--- src/rtl/cnn_layer_accel_wht_ctrl_pkg.sv ---
// Shared types and helpers for the weight table sequencer.
`ifndef CONV_OUT_FMT0
`define CONV_OUT_FMT0 1'b0
`endif
`ifndef CONV_OUT_FMT1
`define CONV_OUT_FMT1 1'b1
`endif
`ifndef MAX_BRAM_3x3_KERNELS
`define MAX_BRAM_3x3_KERNELS 32
`endif

package cnn_layer_accel_wht_ctrl_pkg;

    localparam int unsigned C_KERNEL_WORDS_DEF = 9;
    localparam int unsigned C_WHT_WORD_WIDTH   = 16;

    typedef enum logic [2:0] {
        ST_IDLE   = 3'd0,
        ST_ACCEPT = 3'd1,
        ST_LOAD   = 3'd2,
        ST_EXEC   = 3'd3,
        ST_DRAIN  = 3'd4,
        ST_DONE   = 3'd5
    } wht_ctrl_state_e;

    // Number of weight words a job loads: one full kernel per table entry.
    function automatic int unsigned total_words(input int unsigned num_kernels_m1,
                                                input int unsigned kernel_words);
        return (num_kernels_m1 + 32'd1) * kernel_words;
    endfunction

endpackage

--- src/rtl/cnn_layer_accel_wht_pass_timer.sv ---
// Execute-pass timer: per-kernel cycle counter, kernel counter, next_kernel strobe.
module cnn_layer_accel_wht_pass_timer #(
    parameter int unsigned C_KW_WIDTH = 5,
    parameter int unsigned C_PL_WIDTH = 16
) (
    input  logic                  clk_core,
    input  logic                  rst,
    input  logic                  clear,
    input  logic                  start,
    input  logic                  stop,
    input  logic [C_PL_WIDTH-1:0] pass_len,
    input  logic [C_KW_WIDTH-1:0] num_kernels,
    output logic                  next_kernel,
    output logic                  last_pass_c
);

    logic                  active_q, active_d;
    logic [C_PL_WIDTH-1:0] cyc_cnt_q, cyc_cnt_d;
    logic [C_KW_WIDTH-1:0] kern_cnt_q, kern_cnt_d;
    logic                  next_kernel_q, next_kernel_d;
    logic [C_PL_WIDTH-1:0] pass_len_m1;
    logic [C_PL_WIDTH-1:0] cyc_inc;

    // pass_len is never 0 here; the controller forces 0 to 1 when latching
    assign pass_len_m1 = pass_len - C_PL_WIDTH'(1);
    assign cyc_inc     = cyc_cnt_q + C_PL_WIDTH'(1);

    // Boundary of the final kernel: the controller leaves EXEC on this cycle
    assign last_pass_c = active_q && next_kernel_q && (kern_cnt_q == num_kernels);
    assign next_kernel = next_kernel_q;

    // Counter sequencing; next_kernel is precomputed so it lines up with the last cycle of a pass
    always_comb begin
        active_d      = active_q;
        cyc_cnt_d     = cyc_cnt_q;
        kern_cnt_d    = kern_cnt_q;
        next_kernel_d = 1'b0;
        if (clear) begin
            active_d   = 1'b0;
            cyc_cnt_d  = '0;
            kern_cnt_d = '0;
        end else if (stop) begin
            active_d = 1'b0;
        end else if (start) begin
            active_d      = 1'b1;
            cyc_cnt_d     = '0;
            kern_cnt_d    = '0;
            next_kernel_d = (pass_len_m1 == '0);
        end else if (active_q) begin
            if (next_kernel_q) begin
                cyc_cnt_d     = '0;
                kern_cnt_d    = kern_cnt_q + C_KW_WIDTH'(1);
                next_kernel_d = (pass_len_m1 == '0);
            end else begin
                cyc_cnt_d     = cyc_inc;
                next_kernel_d = (cyc_inc == pass_len_m1);
            end
        end
    end

    // Timer state registers
    always_ff @(posedge clk_core or posedge rst) begin
        if (rst) begin
            active_q      <= 1'b0;
            cyc_cnt_q     <= '0;
            kern_cnt_q    <= '0;
            next_kernel_q <= 1'b0;
        end else begin
            active_q      <= active_d;
            cyc_cnt_q     <= cyc_cnt_d;
            kern_cnt_q    <= kern_cnt_d;
            next_kernel_q <= next_kernel_d;
        end
    end

endmodule

--- src/rtl/cnn_layer_accel_weight_table_ctrl.sv ---
// Weight table sequencer: job accept, config-mode weight load, execute passes, drain, done.
module cnn_layer_accel_weight_table_ctrl
    import cnn_layer_accel_wht_ctrl_pkg::*;
#(
    parameter int unsigned C_KERNEL_WORDS              = C_KERNEL_WORDS_DEF,
    parameter int unsigned C_CLG2_MAX_BRAM_3x3_KERNELS = 5,
    parameter int unsigned C_PASS_LEN_WIDTH            = 16,
    parameter int unsigned C_DRAIN_CYCLES              = 6
) (
    input  logic                                   clk_core,
    input  logic                                   rst,
    input  logic                                   job_valid,
    output logic                                   job_ready,
    input  logic [C_CLG2_MAX_BRAM_3x3_KERNELS-1:0] job_num_kernels,
    input  logic                                   job_conv_out_fmt,
    input  logic [C_PASS_LEN_WIDTH-1:0]            job_pass_len,
    input  logic                                   abort,
    input  logic                                   wht_in_valid,
    output logic                                   wht_in_ready,
    input  logic [C_WHT_WORD_WIDTH-1:0]            wht_in_data,
    output logic                                   config_mode,
    output logic                                   job_accept,
    output logic                                   wht_config_wren,
    output logic [C_WHT_WORD_WIDTH-1:0]            wht_config_data,
    output logic                                   ce_execute,
    output logic                                   next_kernel,
    input  logic                                   last_kernel,
    output logic                                   conv_out_fmt,
    output logic [C_CLG2_MAX_BRAM_3x3_KERNELS-1:0] num_kernels,
    output logic                                   job_done,
    output logic                                   err_kernel_mismatch
);

    localparam int unsigned C_KW_W = C_CLG2_MAX_BRAM_3x3_KERNELS;
    localparam int unsigned C_PL_W = C_PASS_LEN_WIDTH;
    localparam int unsigned C_WC_W = $clog2(`MAX_BRAM_3x3_KERNELS * C_KERNEL_WORDS) + 1;
    localparam int unsigned C_DC_W = $clog2(C_DRAIN_CYCLES + 1);

    wht_ctrl_state_e               state_q, state_d;
    logic                          job_ready_q, job_ready_d;
    logic                          job_accept_q, job_accept_d;
    logic                          config_mode_q, config_mode_d;
    logic                          wht_in_ready_q, wht_in_ready_d;
    logic                          wren_q, wren_d;
    logic [C_WHT_WORD_WIDTH-1:0]   wdata_q, wdata_d;
    logic                          ce_execute_q, ce_execute_d;
    logic                          conv_out_fmt_q, conv_out_fmt_d;
    logic [C_KW_W-1:0]             num_kernels_q, num_kernels_d;
    logic                          job_done_q, job_done_d;
    logic                          err_q, err_d;
    logic [C_PL_W-1:0]             pass_len_q, pass_len_d;
    logic [C_WC_W-1:0]             word_cnt_q, word_cnt_d;
    logic [C_DC_W-1:0]             drain_cnt_q, drain_cnt_d;
    logic                          lk_seen_q, lk_seen_d;

    logic                          job_hs;
    logic                          exec_start;
    logic                          timer_stop;
    logic                          pass_end_c;
    logic [C_WC_W-1:0]             total_words_c;

    assign total_words_c = C_WC_W'(total_words(32'(num_kernels_q), C_KERNEL_WORDS));
    assign timer_stop    = abort || pass_end_c;

    cnn_layer_accel_wht_pass_timer #(
        .C_KW_WIDTH (C_KW_W),
        .C_PL_WIDTH (C_PL_W)
    ) u_pass_timer (
        .clk_core    (clk_core),
        .rst         (rst),
        .clear       (job_hs),
        .start       (exec_start),
        .stop        (timer_stop),
        .pass_len    (pass_len_q),
        .num_kernels (num_kernels_q),
        .next_kernel (next_kernel),
        .last_pass_c (pass_end_c)
    );

    // Next-state and registered-output decode; abort in any busy state returns to IDLE
    always_comb begin
        state_d        = state_q;
        job_ready_d    = 1'b0;
        job_accept_d   = 1'b0;
        config_mode_d  = 1'b0;
        wht_in_ready_d = 1'b0;
        wren_d         = 1'b0;
        wdata_d        = wdata_q;
        ce_execute_d   = 1'b0;
        conv_out_fmt_d = conv_out_fmt_q;
        num_kernels_d  = num_kernels_q;
        job_done_d     = 1'b0;
        err_d          = err_q;
        pass_len_d     = pass_len_q;
        word_cnt_d     = word_cnt_q;
        drain_cnt_d    = drain_cnt_q;
        lk_seen_d      = lk_seen_q;
        exec_start     = 1'b0;
        job_hs         = 1'b0;

        if (last_kernel && (state_q == ST_EXEC || state_q == ST_DRAIN)) begin
            lk_seen_d = 1'b1;
        end

        if (abort && (state_q != ST_IDLE)) begin
            state_d = ST_IDLE;
        end else begin
            case (state_q)
                ST_IDLE: begin
                    job_ready_d = 1'b1;
                    if (job_valid && job_ready_q) begin
                        job_hs         = 1'b1;
                        state_d        = ST_ACCEPT;
                        job_ready_d    = 1'b0;
                        job_accept_d   = 1'b1;
                        config_mode_d  = 1'b1;
                        num_kernels_d  = job_num_kernels;
                        conv_out_fmt_d = job_conv_out_fmt;
                        pass_len_d     = (job_pass_len == '0) ? C_PL_W'(1) : job_pass_len;
                        word_cnt_d     = '0;
                        err_d          = 1'b0;
                        lk_seen_d      = 1'b0;
                    end
                end
                ST_ACCEPT: begin
                    state_d        = ST_LOAD;
                    config_mode_d  = 1'b1;
                    wht_in_ready_d = 1'b1;
                end
                ST_LOAD: begin
                    if (word_cnt_q == total_words_c) begin
                        // final write is on the bus this cycle; leave config mode next
                        state_d      = ST_EXEC;
                        ce_execute_d = 1'b1;
                        exec_start   = 1'b1;
                    end else begin
                        config_mode_d = 1'b1;
                        if (wht_in_valid && wht_in_ready_q) begin
                            wren_d     = 1'b1;
                            wdata_d    = wht_in_data;
                            word_cnt_d = word_cnt_q + C_WC_W'(1);
                        end
                        // drop ready on the last beat so nothing beyond the table is taken
                        wht_in_ready_d = (word_cnt_d != total_words_c);
                    end
                end
                ST_EXEC: begin
                    if (pass_end_c) begin
                        state_d     = ST_DRAIN;
                        drain_cnt_d = '0;
                    end else begin
                        ce_execute_d = 1'b1;
                    end
                end
                ST_DRAIN: begin
                    if (drain_cnt_q == C_DC_W'(C_DRAIN_CYCLES - 1)) begin
                        state_d    = ST_DONE;
                        job_done_d = 1'b1;
                        if (!(lk_seen_q || last_kernel)) begin
                            err_d = 1'b1;
                        end
                    end else begin
                        drain_cnt_d = drain_cnt_q + C_DC_W'(1);
                    end
                end
                ST_DONE: begin
                    state_d = ST_IDLE;
                end
                default: begin
                    state_d = ST_IDLE;
                end
            endcase
        end
    end

    // State and output registers
    always_ff @(posedge clk_core or posedge rst) begin
        if (rst) begin
            state_q        <= ST_IDLE;
            job_ready_q    <= 1'b0;
            job_accept_q   <= 1'b0;
            config_mode_q  <= 1'b0;
            wht_in_ready_q <= 1'b0;
            wren_q         <= 1'b0;
            wdata_q        <= '0;
            ce_execute_q   <= 1'b0;
            conv_out_fmt_q <= `CONV_OUT_FMT0;
            num_kernels_q  <= '0;
            job_done_q     <= 1'b0;
            err_q          <= 1'b0;
            pass_len_q     <= C_PL_W'(1);
            word_cnt_q     <= '0;
            drain_cnt_q    <= '0;
            lk_seen_q      <= 1'b0;
        end else begin
            state_q        <= state_d;
            job_ready_q    <= job_ready_d;
            job_accept_q   <= job_accept_d;
            config_mode_q  <= config_mode_d;
            wht_in_ready_q <= wht_in_ready_d;
            wren_q         <= wren_d;
            wdata_q        <= wdata_d;
            ce_execute_q   <= ce_execute_d;
            conv_out_fmt_q <= conv_out_fmt_d;
            num_kernels_q  <= num_kernels_d;
            job_done_q     <= job_done_d;
            err_q          <= err_d;
            pass_len_q     <= pass_len_d;
            word_cnt_q     <= word_cnt_d;
            drain_cnt_q    <= drain_cnt_d;
            lk_seen_q      <= lk_seen_d;
        end
    end

    assign job_ready           = job_ready_q;
    assign job_accept          = job_accept_q;
    assign config_mode         = config_mode_q;
    assign wht_in_ready        = wht_in_ready_q;
    assign wht_config_wren     = wren_q;
    assign wht_config_data     = wdata_q;
    assign ce_execute          = ce_execute_q;
    assign conv_out_fmt        = conv_out_fmt_q;
    assign num_kernels         = num_kernels_q;
    assign job_done            = job_done_q;
    assign err_kernel_mismatch = err_q;

endmodule

--- config.mk ---
export PLATFORM = sky130hd
export DESIGN_NAME = cnn_layer_accel_weight_table_ctrl
export DESIGN_NICKNAME = d
export VERILOG_FILES = /design/src/rtl/cnn_layer_accel_wht_ctrl_pkg.sv /design/src/rtl/cnn_layer_accel_wht_pass_timer.sv /design/src/rtl/cnn_layer_accel_weight_table_ctrl.sv
export SDC_FILE = /design/constraint.sdc
export NUM_CORES = 1
export LEC_CHECK = 0
export CELL_PAD_IN_SITES_DETAIL_PLACEMENT = 2
export CELL_PAD_IN_SITES_GLOBAL_PLACEMENT = 2
export CORE_MARGIN = 2
export CORE_UTILIZATION = 35
export DETAILED_ROUTE_END_ITERATION = 10
export GPL_TIMING_DRIVEN = 0
export PLACE_DENSITY_LB_ADDON = 0.1
export SYNTH_ARGS = -nofsm -noshare
export SYNTH_HDL_FRONTEND = slang
export SYNTH_SLANG_ARGS = --single-unit
--- constraint.sdc ---
create_clock -name clk_core -period 7.2 [get_ports clk_core]
set_input_delay 1.44 -clock clk_core [delete_from_list [all_inputs] [get_ports clk_core]]
set_output_delay 1.44 -clock clk_core [all_outputs]
set_load 0.005 [all_outputs]
==> results of run 1 <==
==> per-layer routing <==
metal  GRT usage [%]  vias up  part of all wire [%]
met1            28.7     2733                    45
met3            3.32       13                   2.3
met4            6.04        0                   1.1
met5               0        -                     0
li1                -     2488                     -
met2            42.7       65                    52
==> final cells by class <==
cell class,instances,area [um^2]
repair buffers,74,758
clock buffers,11,233
multi-input cells,497,3300
flip-flops and latches,86,2150
well taps,216,270
clock inverters,4,72.6
plain buffers,38,178
fillers,1799,8840
inverters,21,81.3
==> sequential cells by signal, summed over array words and instances (netlist names) <==
register	cells
pass_len_q	16
u_pass_timer.cyc_cnt_q	16
wht_config_data	16
word_cnt_q	10
num_kernels	5
u_pass_timer.kern_cnt_q	5
drain_cnt_q	3
state_q	3
ce_execute	1
config_mode	1
conv_out_fmt	1
err_kernel_mismatch	1
job_accept	1
job_done	1
job_ready	1
lk_seen_q	1
u_pass_timer.active_q	1
u_pass_timer.next_kernel	1
wht_config_wren	1
wht_in_ready	1
==> synthesized netlist by cell type, drive strengths merged, types with 5 or more instances <==
library cell and instances:
a21oi 23, a221o 6, a311oi 6, a31oi 13
and2 5, and3 6, buf 13, clkbuf 25
dfrtp 85, ha 12, inv 21, mux2 16
nand2 89, nand3 30, nand3b 6, nand4 13
nand4b 5, nor2 40, nor2b 7, nor3 25
nor4 7, o21ai 30, o221ai 5, or2 5
or3 6, or4 5, or4b 5, xnor2 50
xor2 17
==> stage by stage <==
stage / worst slack (ps) / hold WS (ps)
2_1_floorplan: 2920 / 457
3_3_place_gp: 1850 / 460
3_5_place_dp: 2040 / 493
4_1_cts: 2000 / 512
5_1_grt: 1780 / 538
6_report: 2030 / 501
==> power by group through the flow <==
| stage | sequential (W) | clock [W] | combinational (W) |
|---|---|---|---|
| 4_1_cts | 0.000751 | 0.000519 | 0.00131 |
| 6_report | 0.000750 | 0.000506 | 0.00129 |
| 3_3_place_gp | 0.000749 | 0 | 0.00123 |
| 2_1_floorplan | 0.000727 | 0 | 0.000850 |
| 5_1_grt | 0.000773 | 0.000537 | 0.00144 |
| 3_5_place_dp | 0.000760 | 0 | 0.00129 |
==> worst max-delay path by stage <==
stage	start	end	slack [ps]	cells past startpoint
2_1_floorplan	num_kernels[1]$_DFFE_PP0P_	wht_config_data[15]$_DFFE_PP0P_	2920	15
3_3_place_gp	rst	wht_config_data[12]$_DFFE_PP0P_	1850	2
3_5_place_dp	num_kernels[1]$_DFFE_PP0P_	wht_config_data[15]$_DFFE_PP0P_	2040	15
4_1_cts	num_kernels[1]$_DFFE_PP0P_	wht_config_data[7]$_DFFE_PP0P_	2000	15
5_1_grt	num_kernels[1]$_DFFE_PP0P_	wht_config_data[3]$_DFFE_PP0P_	1780	15
6_report	num_kernels[1]$_DFFE_PP0P_	wht_config_data[1]$_DFFE_PP0P_	2030	15
==> cells by family after synthesis <==
family	Yosys count	share of synthesized area, %
xor+xnor	69	11.1
buf+inv	59	4.49
flops	86	37.7
mux	20	3.86
fa+ha+maj	13	2.98
simple gates	272	24.9
compound gates	123	15.0
==> worst max-delay path: cells and delay by family (launching register included) <==
kind            cells  cell delay (ps)
compound gates      2              810
xor+xnor            2              490
fa+ha+maj           4             1340
buf+inv             2              300
flops               1              510
mux                 1              350
simple gates        4             1240
==> results.py, run 1 <==
metrics = {
    "global_routing": {
        "gr-total-overflow": 0,
        "grt_usage_pct": 23.3,
        "grt_pass1_wl_mm": 32.5,
        "grt_max_degree": 59,
        "grt_pass1_vias": 5984,
        "antenna_found_initial": 0,
    },
    "floorplan": {
        "ios": 75,
        "die_y_um": 132,
        "coreArea_mm2": 0.0159,
        "fp.dieW_um": 132,
        "die_area_mm2": 0.0173,
        "std_cell_rows": 46,
        "start_util_pct": 35.9,
    },
    "timing": {
        "relSlewSlack_pct": 38.3,
        "finalSetupViolations": 0,
        "rsz0062_at_grt": "no",
        "hold_viol_final": 0,
        "fin_crit_ps": 5170,
        "fin_skew_ps": 12.4,
        "tns_ps": 0,
        "worst_pin_slew_ps": 918,
        "drv_slew": 0,
        "fmax_mhz": 194,
        "finalCritPeriodShare_pct": 71.7,
    },
    "synth": {
        "ys_ff_latch": 86,
        "ys_types": 77,
        "synth.top_cell.area_share_pct": 37.3,
        "synth-seq-area-share_pct": 37.7,
        "avgSynthCellArea_um2": 8.89,
        "async_flop_share_pct": 100,
        "syn_nets": 699,
        "synth_area_mm2": 0.00571,
        "synth_edf_count": 0,
        "ys_top_cells_by_area": "dfrtp_1 (37%), xnor2_1 (7.7%), nand2_1 (5.9%)",
        "ys_warn_count": 0,
        "synth_top_area_cell": "dfrtp_1",
        "postSynthCellCount": 642,
        "synthFlopType": "dfrtp_1",
    },
    "clock_network": {
        "cts_sinks": 86,
        "ctsHoldBuffers": 0,
        "cts_resized": 0,
        "clkTransAtPathRegs_ps": 60,
        "cts-root-buf": "clkbuf_16",
        "clockBufferDepth": 2,
        "cts_buffers": 9,
        "htreeDepth": 3,
        "cts_tree": "done",
        "clock_latency_ps": 350,
        "post_cts_buffers": 0,
    },
    "power": {
        "comb_power_share_pct": 50.7,
        "finalPower_w": 0.00255,
        "switching_share_pct": 40.9,
        "power.switching_w": 0.00104,
        "p_int_w": 0.00151,
        "power_density_mw_per_mm2": 362,
        "p_leak_nw": 2.87,
        "clockPowerShare_pct": 19.9,
        "seqPwrFrac_pct": 29.4,
        "ir_drop_uv": 136,
    },
    "route": {
        "routed_wl_mm": 19.4,
        "dr_total_vias": 5299,
        "vias_per_cell": 5.60,
        "drtPass1Iterations": 4,
        "antenna_left": 0,
        "drc": 0,
        "drt_iter0_markers": 215,
        "avgRoutedWirePerCell_um": 20.5,
    },
    "cells_and_area": {
        "layout-drive-gt1-share_pct": 8.62,
        "antenna_cells": 0,
        "final_util_pct": 44.3,
        "postLayoutCellArea_mm2": 0.00704,
        "final_cells": 947,
        "area_growth_pct": 23.4,
        "final_common_cell": "nand2_1",
        "nNetsFinal": 784,
        "final_cell_mix": "nand2_1 (89), dfrtp_1 (85), clkdlybuf4s50_1 (73)",
    },
    "critical_path": {
        "r2r_cells": 15,
        "crit_fanout": 10,
        "worstSetupEndpointType": "flop",
        "critPathArrivalTime_ps": 5400,
        "path_cells": "ha_1 -> nand3_1 -> xnor2_1 -> ha_1 -> ha_1 -> inv_1 -> fa_1 -> xor2_1 -> nand4_1 -> or4b_1 -> a31oi_1 -> a21oi_2 -> nand3_2 -> buf_4 -> mux2_2",
        "reg2reg_slack_ps": 2030,
        "r2r_start": "num_kernels[1]$_DFFE_PP0P_",
        "critPathSlowestCell": "or4b_1",
        "worst_path_largest_cell_delay_ps": 600,
        "cp-start-kind": "flop",
        "r2r-end": "wht_config_data[1]$_DFFE_PP0P_",
        "crit_type": "reg2reg",
        "cp.required_ps": 7440,
        "cpMostUsedCell": "ha_1",
    },
    "placed_design": {
        "gp_congestion": 0.819,
        "port_buffers": 73,
        "dpl_cell_area_mm2": 0.00674,
        "place_inst": 932,
        "dp_hpwl_mm": 14.7,
    },
    "min_path": {
        "hold_end": "conv_out_fmt$_DFFE_PP0P_",
        "hold_depth": 2,
        "hp-class": "reg2reg",
        "min-delay-start": "conv_out_fmt$_DFFE_PP0P_",
    },
    "outcome": {
        "outcome": "finished, final reports clean",
    },
    "job": {
        "maxCapViolations": 0,
    },
}
Note: power is estimated with default switching activity, not from simulation.
==> inputs of run 2 (changes only) <==
- CORE_UTILIZATION: 35 -> 31
- clock period: 7.2 -> 4.4 ns (I/O delays scaled with it)
==> results.py, run 2 (synthesis gave the netlist of run 1 again) <==
metrics = {
    "route": {
        "avgRoutedWirePerCell_um": 19.8,
        "routed_wl_mm": 19.2,
        "drc": 0,
        "vias_per_cell": 5.45,
        "drt_iter0_markers": 173,
        "drtPass1Iterations": 4,
        "dr_total_vias": 5272,
        "antenna_left": 0,
    },
    "job": {
        "maxCapViolations": 0,
    },
    "clock_network": {
        "htreeDepth": 3,
        "cts_tree": "done",
        "clock_latency_ps": 360,
        "cts_buffers": 9,
        "ctsHoldBuffers": 0,
        "clkTransAtPathRegs_ps": 70,
        "cts-root-buf": "clkbuf_16",
        "cts_sinks": 86,
        "clockBufferDepth": 2,
    },
    "global_routing": {
        "antenna_found_initial": 0,
        "gr-total-overflow": 0,
        "grt_usage_pct": 20.4,
        "grt_pass1_wl_mm": 32.0,
        "grt_max_degree": 53,
        "grt_pass1_vias": 6013,
    },
    "power": {
        "p_leak_nw": 2.93,
        "power_density_mw_per_mm2": 586,
        "ir_drop_uv": 220,
    },
    "timing": {
        "relSlewSlack_pct": 40.4,
        "fin_skew_ps": 7.27,
        "finalCritPeriodShare_pct": 95.0,
        "finalSetupViolations": 0,
        "fmax_mhz": 239,
        "fin_crit_ps": 4180,
        "worst_pin_slew_ps": 887,
        "hold_viol_final": 0,
        "drv_slew": 0,
        "rsz0062_at_grt": "no",
    },
    "cells_and_area": {
        "final_cell_mix": "nand2_1 (89), dfrtp_1 (84), clkdlybuf4s50_1 (73)",
        "final_common_cell": "nand2_1",
        "nFillCells": 2004,
        "layout-drive-gt1-share_pct": 12.4,
        "area_growth_pct": 26.7,
        "antenna_cells": 0,
        "postLayoutCellArea_mm2": 0.00723,
        "nNetsFinal": 791,
        "final_cells": 968,
    },
    "floorplan": {
        "fp.dieW_um": 140,
        "die_area_mm2": 0.0195,
        "start_util_pct": 31.7,
        "coreArea_mm2": 0.0180,
        "std_cell_rows": 49,
        "ios": 75,
        "die_y_um": 140,
    },
    "critical_path": {
        "cp.required_ps": 4640,
        "worstSetupEndpointType": "flop",
        "r2r_cells": 14,
        "cp-start-kind": "flop",
        "crit_type": "reg2reg",
        "critPathArrivalTime_ps": 4420,
        "crit_fanout": 6,
    },
    "placed_design": {
        "gp_congestion": 0.797,
        "port_buffers": 73,
        "dp_hpwl_mm": 14.5,
        "place_inst": 945,
        "dpl_cell_area_mm2": 0.00676,
    },
    "min_path": {
        "hold_depth": 2,
        "hp-class": "reg2reg",
    },
    "outcome": {
        "outcome": "finished, final reports clean",
    },
}
run 2: stage by stage:
step | power, W | setup WS, ps | util [%] | hold WS [ps] | TNS, ps
after global routing | 0.00458 | 12.9 | 40.1 | 543 | 0
after global placement | 0.00325 | -683 | 37.3 | 462 | -55850
after CTS | 0.00425 | 8.27 | 39.8 | 509 | 0
final | 0.00424 | 218 | 40.1 | 503 | 0
after detailed placement | 0.00335 | -797 | 37.5 | 493 | -25630
after floorplan | 0.00258 | 117 | - | 457 | 0
run 2: timing repair:
action | 4_1_cts | 5_1_grt
pin swaps | 1 | 2
gates cloned | 0 | 0
buffers inserted | 3 | 6
gates resized for setup | 17 | 7
endpoints found under the setup margin | 52 | 35
run 2: layer usage:
metal | global-route usage (%) | part of all wire (%) | vias up | wire length, um
met4 | 4.53 | 1.0 | 0 | 197
met1 | 24.5 | 43 | 2712 | 8330
li1 | - | - | 2492 | -
met3 | 3.27 | 2.4 | 14 | 467
met2 | 38.1 | 53 | 54 | 10200
met5 | 0 | 0 | - | 0
run 2: power by group:
group          switching (W)  internal [W]  total, W
clock               0.000351      0.000442  0.000793
sequential          0.000215       0.00102   0.00123
combinational        0.00119       0.00102   0.00222
run 2: final timing paths:
path | end | slack, ps | startpoint
min | lk_seen_q$_DFF_PP0_ | 500 | lk_seen_q$_DFF_PP0_
max in group asynchronous | num_kernels[1]$_DFFE_PP0P_ | 2820 | rst
max | u_pass_timer.cyc_cnt_q[11]$_DFFE_PP0P_ | 220 | num_kernels[1]$_DFFE_PP0P_
min in group asynchronous | config_mode$_DFF_PP0_ | 920 | rst
min reg2reg | lk_seen_q$_DFF_PP0_ | 500 | lk_seen_q$_DFF_PP0_
max reg2reg | u_pass_timer.cyc_cnt_q[11]$_DFFE_PP0P_ | 220 | num_kernels[1]$_DFFE_PP0P_
run 2: final cells by class:
cell class / instances / area, um^2 / area share [%]
Sequential cell: 86 / 2150 / 29.8
Clock buffer: 9 / 225 / 3.11
Clock inverter: 7 / 72.6 / 1.00
Inverter: 21 / 81.3 / 1.12
Multi-Input combinational cell: 497 / 3420 / 47.2
Tap cell: 229 / 287 / 3.96
Buffer: 36 / 170 / 2.35
Timing Repair Buffer: 83 / 826 / 11.4
run 2: critical path, stage by stage, from the launching register on:
cell and delay [ps]:
dfrtp_2 440, ha_4 210, nand3_2 130, xnor2_1 170
ha_1 290, ha_1 170, inv_1 60, fa_1 530
xor2_2 160, nand4_1 110, or4b_4 600, a311oi_4 370
a21oi_2 150, and2_1 280, a221o_1 380
